`src/rtl/demux_stream_n_if.sv`:
```
// Stream bundle for the 1:N demultiplexer: one producer-side input
// channel and N consumer-side output channels, plus drop status.
interface demux_stream_n_if #(
  parameter int DATA_W = 8,
  parameter int N_CH   = 8,
  parameter int SEL_W  = $clog2(N_CH)
);
  logic [DATA_W-1:0]      in;
  logic [SEL_W-1:0]       sel;
  logic                   bcast;
  logic                   in_valid;
  logic                   in_ready;
  logic [N_CH*DATA_W-1:0] y;
  logic [N_CH-1:0]        y_valid;
  logic [N_CH-1:0]        y_ready;
  logic                   err;
  logic [7:0]             drop_cnt;

  // Environment side: drives the producer word and the consumer readies.
  modport master (
    output in, sel, bcast, in_valid, y_ready,
    input  in_ready, y, y_valid, err, drop_cnt
  );

  // Demultiplexer side.
  modport slave (
    input  in, sel, bcast, in_valid, y_ready,
    output in_ready, y, y_valid, err, drop_cnt
  );
endinterface

```
`src/rtl/demux_stream_n.sv`:
```
// Registered 1:N stream demultiplexer: one holding register plus a pending
// mask, with unicast/broadcast delivery and out-of-range drop accounting.
module demux_stream_n #(
  parameter int DATA_W = 8,
  parameter int N_CH   = 8,
  parameter int SEL_W  = $clog2(N_CH)
) (
  input  logic             clk,
  input  logic             rst,
  demux_stream_n_if.slave  bus
);

  localparam logic [SEL_W:0]  N_CH_L  = (SEL_W + 1)'(N_CH);
  localparam logic [N_CH-1:0] ONE_HOT = {{(N_CH - 1){1'b0}}, 1'b1};

  logic [DATA_W-1:0] data_q, data_d;
  logic [N_CH-1:0]   pend_q, pend_d;
  logic              err_q, err_d;
  logic [7:0]        drop_q, drop_d;
  logic              accept;
  logic              sel_in_range;

  // Ready when no pending channel is left stalled after this cycle's deliveries.
  assign bus.in_ready  = ((pend_q & ~bus.y_ready) == '0);
  assign accept        = bus.in_valid & bus.in_ready;
  assign sel_in_range  = ({1'b0, bus.sel} < N_CH_L);

  always_comb begin
    // NOTE: every combinational output gets a default first so no path can infer a latch.
    data_d = data_q;
    pend_d = pend_q & ~bus.y_ready;
    err_d  = 1'b0;
    drop_d = drop_q;
    if (accept) begin
      if (bus.bcast) begin
        data_d = bus.in;
        pend_d = '1;
      end else if (sel_in_range) begin
        data_d = bus.in;
        pend_d = ONE_HOT << bus.sel;
      end else begin
        err_d = 1'b1;
        if (drop_q != 8'hFF) drop_d = drop_q + 8'd1;
      end
    end
  end

  always_ff @(posedge clk or posedge rst) begin
    if (rst) begin
      data_q <= '0;
      pend_q <= '0;
      err_q  <= 1'b0;
      drop_q <= '0;
    end else begin
      // NOTE: sequential state uses non-blocking assignments so all registers update together.
      data_q <= data_d;
      pend_q <= pend_d;
      err_q  <= err_d;
      drop_q <= drop_d;
    end
  end

  assign bus.y_valid  = pend_q;
  assign bus.err      = err_q;
  assign bus.drop_cnt = drop_q;

  // Channels without a pending word read as zero.
  for (genvar i = 0; i < N_CH; i++) begin : g_ch
    assign bus.y[i*DATA_W +: DATA_W] = pend_q[i] ? data_q : '0;
  end

endmodule

```
`src/flat_wrapper.sv`:
```
// flat-port wrapper written by rule: the top's interface ports become plain ports
module demux_stream_n_flat 
#(
  parameter int DATA_W = 8,
  parameter int N_CH   = 8,
  parameter int SEL_W  = $clog2(N_CH)
)
  (clk, rst, bus_in, bus_sel, bus_bcast, bus_in_valid, bus_y_ready, bus_in_ready, bus_y, bus_y_valid, bus_err, bus_drop_cnt);
  demux_stream_n_if #(.DATA_W(DATA_W), .N_CH(N_CH), .SEL_W(SEL_W)) bus_i ();
  input  logic clk;
  input  logic rst;
  input wire logic [$bits(bus_i.in)-1:0] bus_in;
  input wire logic [$bits(bus_i.sel)-1:0] bus_sel;
  input wire logic [$bits(bus_i.bcast)-1:0] bus_bcast;
  input wire logic [$bits(bus_i.in_valid)-1:0] bus_in_valid;
  input wire logic [$bits(bus_i.y_ready)-1:0] bus_y_ready;
  output wire logic [$bits(bus_i.in_ready)-1:0] bus_in_ready;
  output wire logic [$bits(bus_i.y)-1:0] bus_y;
  output wire logic [$bits(bus_i.y_valid)-1:0] bus_y_valid;
  output wire logic [$bits(bus_i.err)-1:0] bus_err;
  output wire logic [$bits(bus_i.drop_cnt)-1:0] bus_drop_cnt;
  assign bus_i.in = bus_in;
  assign bus_i.sel = bus_sel;
  assign bus_i.bcast = bus_bcast;
  assign bus_i.in_valid = bus_in_valid;
  assign bus_i.y_ready = bus_y_ready;
  assign bus_in_ready = bus_i.in_ready;
  assign bus_y = bus_i.y;
  assign bus_y_valid = bus_i.y_valid;
  assign bus_err = bus_i.err;
  assign bus_drop_cnt = bus_i.drop_cnt;
  demux_stream_n #(.DATA_W(DATA_W), .N_CH(N_CH), .SEL_W(SEL_W)) u_core (.clk(clk), .rst(rst), .bus(bus_i));
endmodule
```
`config.mk`:
```
export PLATFORM = sky130hd
export DESIGN_NAME = demux_stream_n_flat
export DESIGN_NICKNAME = d
export VERILOG_FILES = /design/src/rtl/demux_stream_n_if.sv /design/src/rtl/demux_stream_n.sv /design/src/flat_wrapper.sv
export SDC_FILE = /design/constraint.sdc
export NUM_CORES = 1
export LEC_CHECK = 0
export ABC_CLOCK_PERIOD_IN_PS = 2000
export CORE_ASPECT_RATIO = 1.75
export CORE_MARGIN = 5
export CORE_UTILIZATION = 32
export CTS_BUF_LIST = sky130_fd_sc_hd__clkbuf_2
export CTS_CLUSTER_DIAMETER = 40
export DETAILED_ROUTE_END_ITERATION = 8
export MAX_ROUTING_LAYER = met4
export PLACE_DENSITY = 0.85
export SETUP_SLACK_MARGIN = 0.5
export SYNTH_ARGS = -nofsm -noshare
export SYNTH_HDL_FRONTEND = slang
export SYNTH_SLANG_ARGS = --single-unit
```
`constraint.sdc`:
```
create_clock -name clk -period 2 [get_ports clk]
set_clock_uncertainty 0.2 [all_clocks]
set_input_delay 0.6 -clock clk [delete_from_list [all_inputs] [get_ports clk]]
set_output_delay 0.6 -clock clk [all_outputs]
set_load 0.01 [all_outputs]
```
==> run metrics, run 1 <==
DR WL/cell=roughly 20 µm; fillers=162; pwr/cell area=between 1500 and 2000 nW/µm²; Via density=between 5 and 6; routability congestion estimate=0.8394; antenna violations before repair=0; crit-path max FO=2; register bit total from synthesis=16; CORE AREA=~3600 µm²; PortBufs=between 90 and 100; final hold viol count=0; ant diodes=0; Worst IR Drop VDD=between 800 and 900 µV; latest clock arrival within the worst-skew pair=~0.27 ns; post-synthesis sequential area ratio=33.26%; failing checks=negative setup slack; Util after Layout=~80%; number of global-route vias before repair=~1600; CTS Buffer Depth=2; Setup violations, final=48; outcome=finished with violations; Fin Hold WS=~0.42 ns; CTS tree=yes; setup ws final=-0.2629 ns; Reg clk slew, reported paths=~0.14 ns; Area Growth Syn to Fin=146.2%; fin crit share=113.1%; fin nets=310; critical path launch point type=input pin; DRC errors left=0; total CTS buffers=3; final wirelength=approximately 6700 µm; Initial Util=about a third; Achievable Freq=441.9 MHz; Std-Cell Rows=29; RSZ-0062 raised after global routing=yes; share of layout cells above drive strength 1=between 70% and 80%; Mapped Area=between 1000 and 1500 µm²; Synth Warn #=0; Layout Cells excl Fill=331; Synth area leaders=and2_1 (33%), dfrtp_1 (33%), buf_4 (5.6%), mux2_2 (5.6%), a31oi_1 (3.1%); Placed Instances=roughly 290; most numerous cell in the Yosys netlist=and2_1; Synth area leader=and2_1; Sink Count=16; DIE AREA=between 5000 and 6000 µm²; H-tree levels=1; Max-Cap Viols=0; fin. max-slew vios=0; drt pass-1 iters=4; global-route wire length before repair=~8700 µm; minimum clock period=~2.3 ns; die width=about 56 µm; pre-CTS setup slack=-0.9130 ns; io pins=105; CP Class=in2out; top_reg_cell synth=dfrtp_1; via count of the routed design=about 1700; Post-synth EDFFs=0; post-route ant nets=0; arrival time at the worst endpoint=around 1.5 ns; CP required=~1.2 ns; Yosys cell types=22; type of the tightest min-delay check=in2async; Lkg Pwr=roughly 1.5 nW; hpwl dp=approximately 3500 µm; most common library cells after synthesis=and2_1 (64), dfrtp_1 (16), buf_4 (9); clock root cell=clkbuf_2; initial drt markers=68; Congestion Overflow GR=0; Post-Syn Area per Cell=between 8 and 9 µm²; Mapped Cells=roughly 140; async set-reset flop share out of synthesis=100.0%; Worst setup EP type=output pin; Yosys top cell area share=between 30% and 40%; Die H=between 90 and 100 µm; setup TNS=-3.388 ns; CTS Hold Buffers Added=0; pin count of the biggest net entering global routing=17; overall routing resource usage=between 20 and 25%
## cell usage in the layout, fill, tap and decap left out, types with 5 or more instances in the layout
| cell type | count |
|---|---|
| buf_6 | 88 |
| and2_4 | 47 |
| buf_4 | 19 |
| and2_1 | 17 |
| clkdlybuf4s50_1 | 14 |
| buf_2 | 14 |
| dfrtp_1 | 11 |
| conb_1 | 9 |
| mux2_4 | 8 |
| a31oi_1 | 6 |
| clkbuf_2 | 6 |
| dfrtp_2 | 5 |
## flip-flops by register name, indices dropped and copies added, names as in the netlist
register / flops
u_core.bus.y_valid: 8
u_core.data_q: 8
## power breakdown
group	internal [W]	total, W	leakage (nW)	switching, W
clock network	0.0000409	0.000129	0.0125	0.0000884
logic	0.00224	0.00358	1.33	0.00134
registers	0.000482	0.000777	0.193	0.000295
total	0.00276	0.00449	1.54	0.00173
## layer usage
metal	GRT usage [%]	share of wire, %	vias to the layer above
met1	24.69	37	802
met5	-	0	-
met3	4.397	7.4	19
met2	38.28	51	123
met4	9.505	4.3	0
li1	-	-	722
## worst max-delay path, cell delays in order
cell and delay [ns]:
dlygate4sd2_1 0.22, nand2b_4 0.13, and4_4 0.23, and3_4 0.19, buf_6 0.10
## final timing paths
kind	startpoint	endpoint	slack, ns	cells past startpoint
setup / recovery	bus_y_ready[3]	bus_in_ready	-0.26	5
hold / removal	rst	u_core.bus.y_valid[1]$_DFF_PP0_	0.42	3
setup reg to reg	u_core.bus.y_valid[7]$_DFF_PP0_	u_core.data_q[2]$_DFFE_PP0P_	-0.09	9
hold reg to reg	u_core.bus.y_valid[0]$_DFF_PP0_	u_core.bus.y_valid[0]$_DFF_PP0_	0.48	2
max in group asynchronous	rst	u_core.data_q[5]$_DFFE_PP0P_	0.99	3
min in group clk	u_core.bus.y_valid[0]$_DFF_PP0_	u_core.bus.y_valid[0]$_DFF_PP0_	0.48	2
## area by class of cell
class | instances | area (µm²) | area share, %
flip-flops and latches | 16 | 406.6 | 13.72
multi-input cells | 111 | 950.9 | 32.09
well taps | 46 | 57.56 | 1.943
inverters | 5 | 18.77 | 0.6334
repair buffers | 150 | 1514 | 51.10
clock buffers | 3 | 15.01 | 0.5068
## repair_timing
action | in CTS | in global routing
endpoints found under the setup margin | 89 | 89
buffers inserted | 31 | 7
hold endpoints to repair | 0 | 0
pin swaps | 6 | 2
gates cloned | 2 | 2
resized for setup | 374 | 96
## cell families (layout without fill, tap and decap cells)
| logic type | Yosys count | count (layout) | share of synthesized area [%] |
|---|---|---|---|
| AO/OA/AOI/OAI | 17 | 17 | 8.628 |
| AND/OR/NAND/NOR | 77 | 77 | 41.27 |
| multiplexers | 8 | 8 | 8.108 |
| other | 1 | 9 | 0.3116 |
| flip-flops | 16 | 16 | 33.26 |
| buffers and inverters | 16 | 158 | 8.419 |
## stage by stage
step / cell area, µm² / power, W
after detailed placement: 2262 / 0.002887
after global placement: 2262 / 0.002852
after CTS: 2582 / 0.003637
final: 2963 / 0.004488
after global routing: 2963 / 0.004654
after floorplan: 1239 / 0.001568
Note: power is estimated with default switching activity, not from simulation.
==> run 2: changes to the inputs <==
Settings changed: SETUP_SLACK_MARGIN 0.5 to not set.
==> run 2 against run 1 <==
  * The run still ends with negative setup slack left
  * Maximum frequency up 1.1%
  * Cell count down 8.5%
  * Via count down 18%
  * Total power down 27%
  * Wire length down 25%
  * Clock power up 12%
  * Register-to-register slack better by 0.18 ns
  * Worst setup slack better by 0.024 ns
  * Non-clock buffer count down 28
  * Combinational power down 32%
  * Final area down 18%
  * Highest routed layer unchanged
==> run metrics, run 2 (synthesis gave the netlist of run 1 again) <==
net switching power=about 0.0013 W; initial drt markers=30; die width=between 50 and 60 µm; DIE AREA=just over 5000 µm²; Std-Cell Rows=29; Max-Cap Viols=0; Lkg Pwr=1.238 nW; Setup violations, final=38; critical path launch point type=flip-flop; Layout Cells excl Fill=between 300 and 400; final wirelength=about 5000 µm; antenna violations before repair=0; CP required=~1.2 ns; crit-path max FO=2; Area Growth Syn to Fin=101.6%; Placed Instances=approximately 290; commonest non-fill, non-tap cell in the layout=and2_1; number of global-route vias before repair=~1400; minimum clock period=between 2 and 2.5 ns; ant diodes=0; io pins=roughly 110; post-route ant nets=0; CORE AREA=between 3000 and 4000 µm²; pin count of the biggest net entering global routing=17; pre-CTS setup slack=-0.9483 ns; CTS Buffer Depth=2; drt pass-1 iters=4; Reg power frac=a little over a fifth; switching share of power=approximately 41%; Via density=4.528; Clk pwr share=between 4 and 5%; type of the tightest min-delay check=in2async; setup TNS=-1.657 ns; DRC errors left=0; Register-to-Register Path Depth=7; Reg clk slew, reported paths=between 0.15 and 0.2 ns; Worst setup EP type=output pin; arrival time at the worst endpoint=1.44 ns; global-route wire length before repair=between 7000 and 8000 µm; fin. max-slew vios=0; combinational share of power=74.0%; Congestion Overflow GR=0; Initial Util=between 30% and 40%; cell-internal power=0.001952 W; Die H=around 91 µm; Achievable Freq=roughly 450 MHz; CTS tree=yes; PortBufs=95; overall routing resource usage=between 10% and 20%; via count of the routed design=approximately 1400; fin nets=282; most frequent cells in the layout=and2_1 (44), buf_6 (33), buf_2 (23); clock root cell=clkbuf_2; H-tree levels=1; total CTS buffers=3; share of layout cells above drive strength 1=between 50% and 60%; DR WL/cell=16.57 µm; routability congestion estimate=roughly 0.85; outcome=finished with violations; Worst IR Drop VDD=just under 700 µV; pwr/cell area=1360 nW/µm²; final hold viol count=0; fin crit share=111.9%; Sink Count=16; failing checks=negative setup slack; hpwl dp=roughly 3800 µm; CP Class=reg2out; RSZ-0062 raised after global routing=yes; setup ws final=-0.2388 ns; latest clock arrival within the worst-skew pair=~0.3 ns
## run 2: cell count changes in the layout (fill, tap and decap cells not counted), sizes merged
cell,previous run,this run
clkdlybuf4s15,4,20
dlygate4sd2,4,13
clkbuf,7,8
buf,124,70
## run 2: cell type report
class / count / area, µm²
Sequential cell: 16 / 407.9
Inverter: 5 / 18.77
Clock buffer: 3 / 15.01
Tap cell: 46 / 57.56
Timing Repair Buffer: 122 / 1105
Multi-Input combinational cell: 111 / 822.0
Fill cell: 279 / 1202
## run 2: power by group through the flow
stage | combinational, W | clock [W] | sequential (W)
after detailed placement | 0.00221 | 0 | 0.000680
after global routing | 0.00260 | 0.000157 | 0.000735
after CTS | 0.00219 | 0.000138 | 0.000688
after global placement | 0.00218 | 0 | 0.000667
final | 0.00244 | 0.000145 | 0.000712
after floorplan | 0.000850 | 0 | 0.000702
## run 2: worst paths after layout
kind	slack, ns	end	start
max reg2reg	0.09	u_core.bus.y_valid[1]$_DFF_PP0_	u_core.bus.y_valid[7]$_DFF_PP0_
max	-0.24	bus_in_ready	u_core.bus.y_valid[7]$_DFF_PP0_
min reg2reg	0.44	u_core.data_q[7]$_DFFE_PP0P_	u_core.data_q[7]$_DFFE_PP0P_
min in group clk	0.43	u_core.bus.y_valid[7]$_DFF_PP0_	bus_y_ready[7]
max in group asynchronous	0.99	u_core.data_q[7]$_DFFE_PP0P_	rst
min	0.39	u_core.data_q[3]$_DFFE_PP0P_	rst
## run 2: stage by stage
stage                     power, W  hold slack [ns]  cell area, µm²  util (%)
after global placement    0.002844           0.3075            2265     62.41
after CTS                 0.003018           0.4091            2340     64.48
after detailed placement  0.002890           0.3351            2265     62.41
after global routing      0.003487           0.4011            2426     66.86
final                     0.003298           0.3873            2426     66.86
after floorplan           0.001552           0.3137            1234         -
## run 2: critical path, cell delays in order, from the launching register on
cell	delay [ns]
dfrtp_1	0.42
buf_6	0.12
nand2b_4	0.06
and4_4	0.25
and3_4	0.19
buf_6	0.10
## run 2: layer usage
layer | share of wire [%] | wire (µm) | vias up | global-route usage (%)
li1 | - | - | 665 | -
met1 | 35 | 1751 | 623 | 17.69
met2 | 54 | 2710 | 76 | 36.91
met3 | 8.1 | 407 | 8 | 3.404
met4 | 3.0 | 150 | 0 | 7.327
met5 | 0 | 0 | - | -
## run 2: timing repair
item	in CTS	in global routing
endpoints found under the hold margin	0	0
hold buffers	0	0
gates cloned	0	1
resized for setup	247	80
buffers inserted	11	4
pin swaps	5	1
endpoints found under the setup margin	89	52
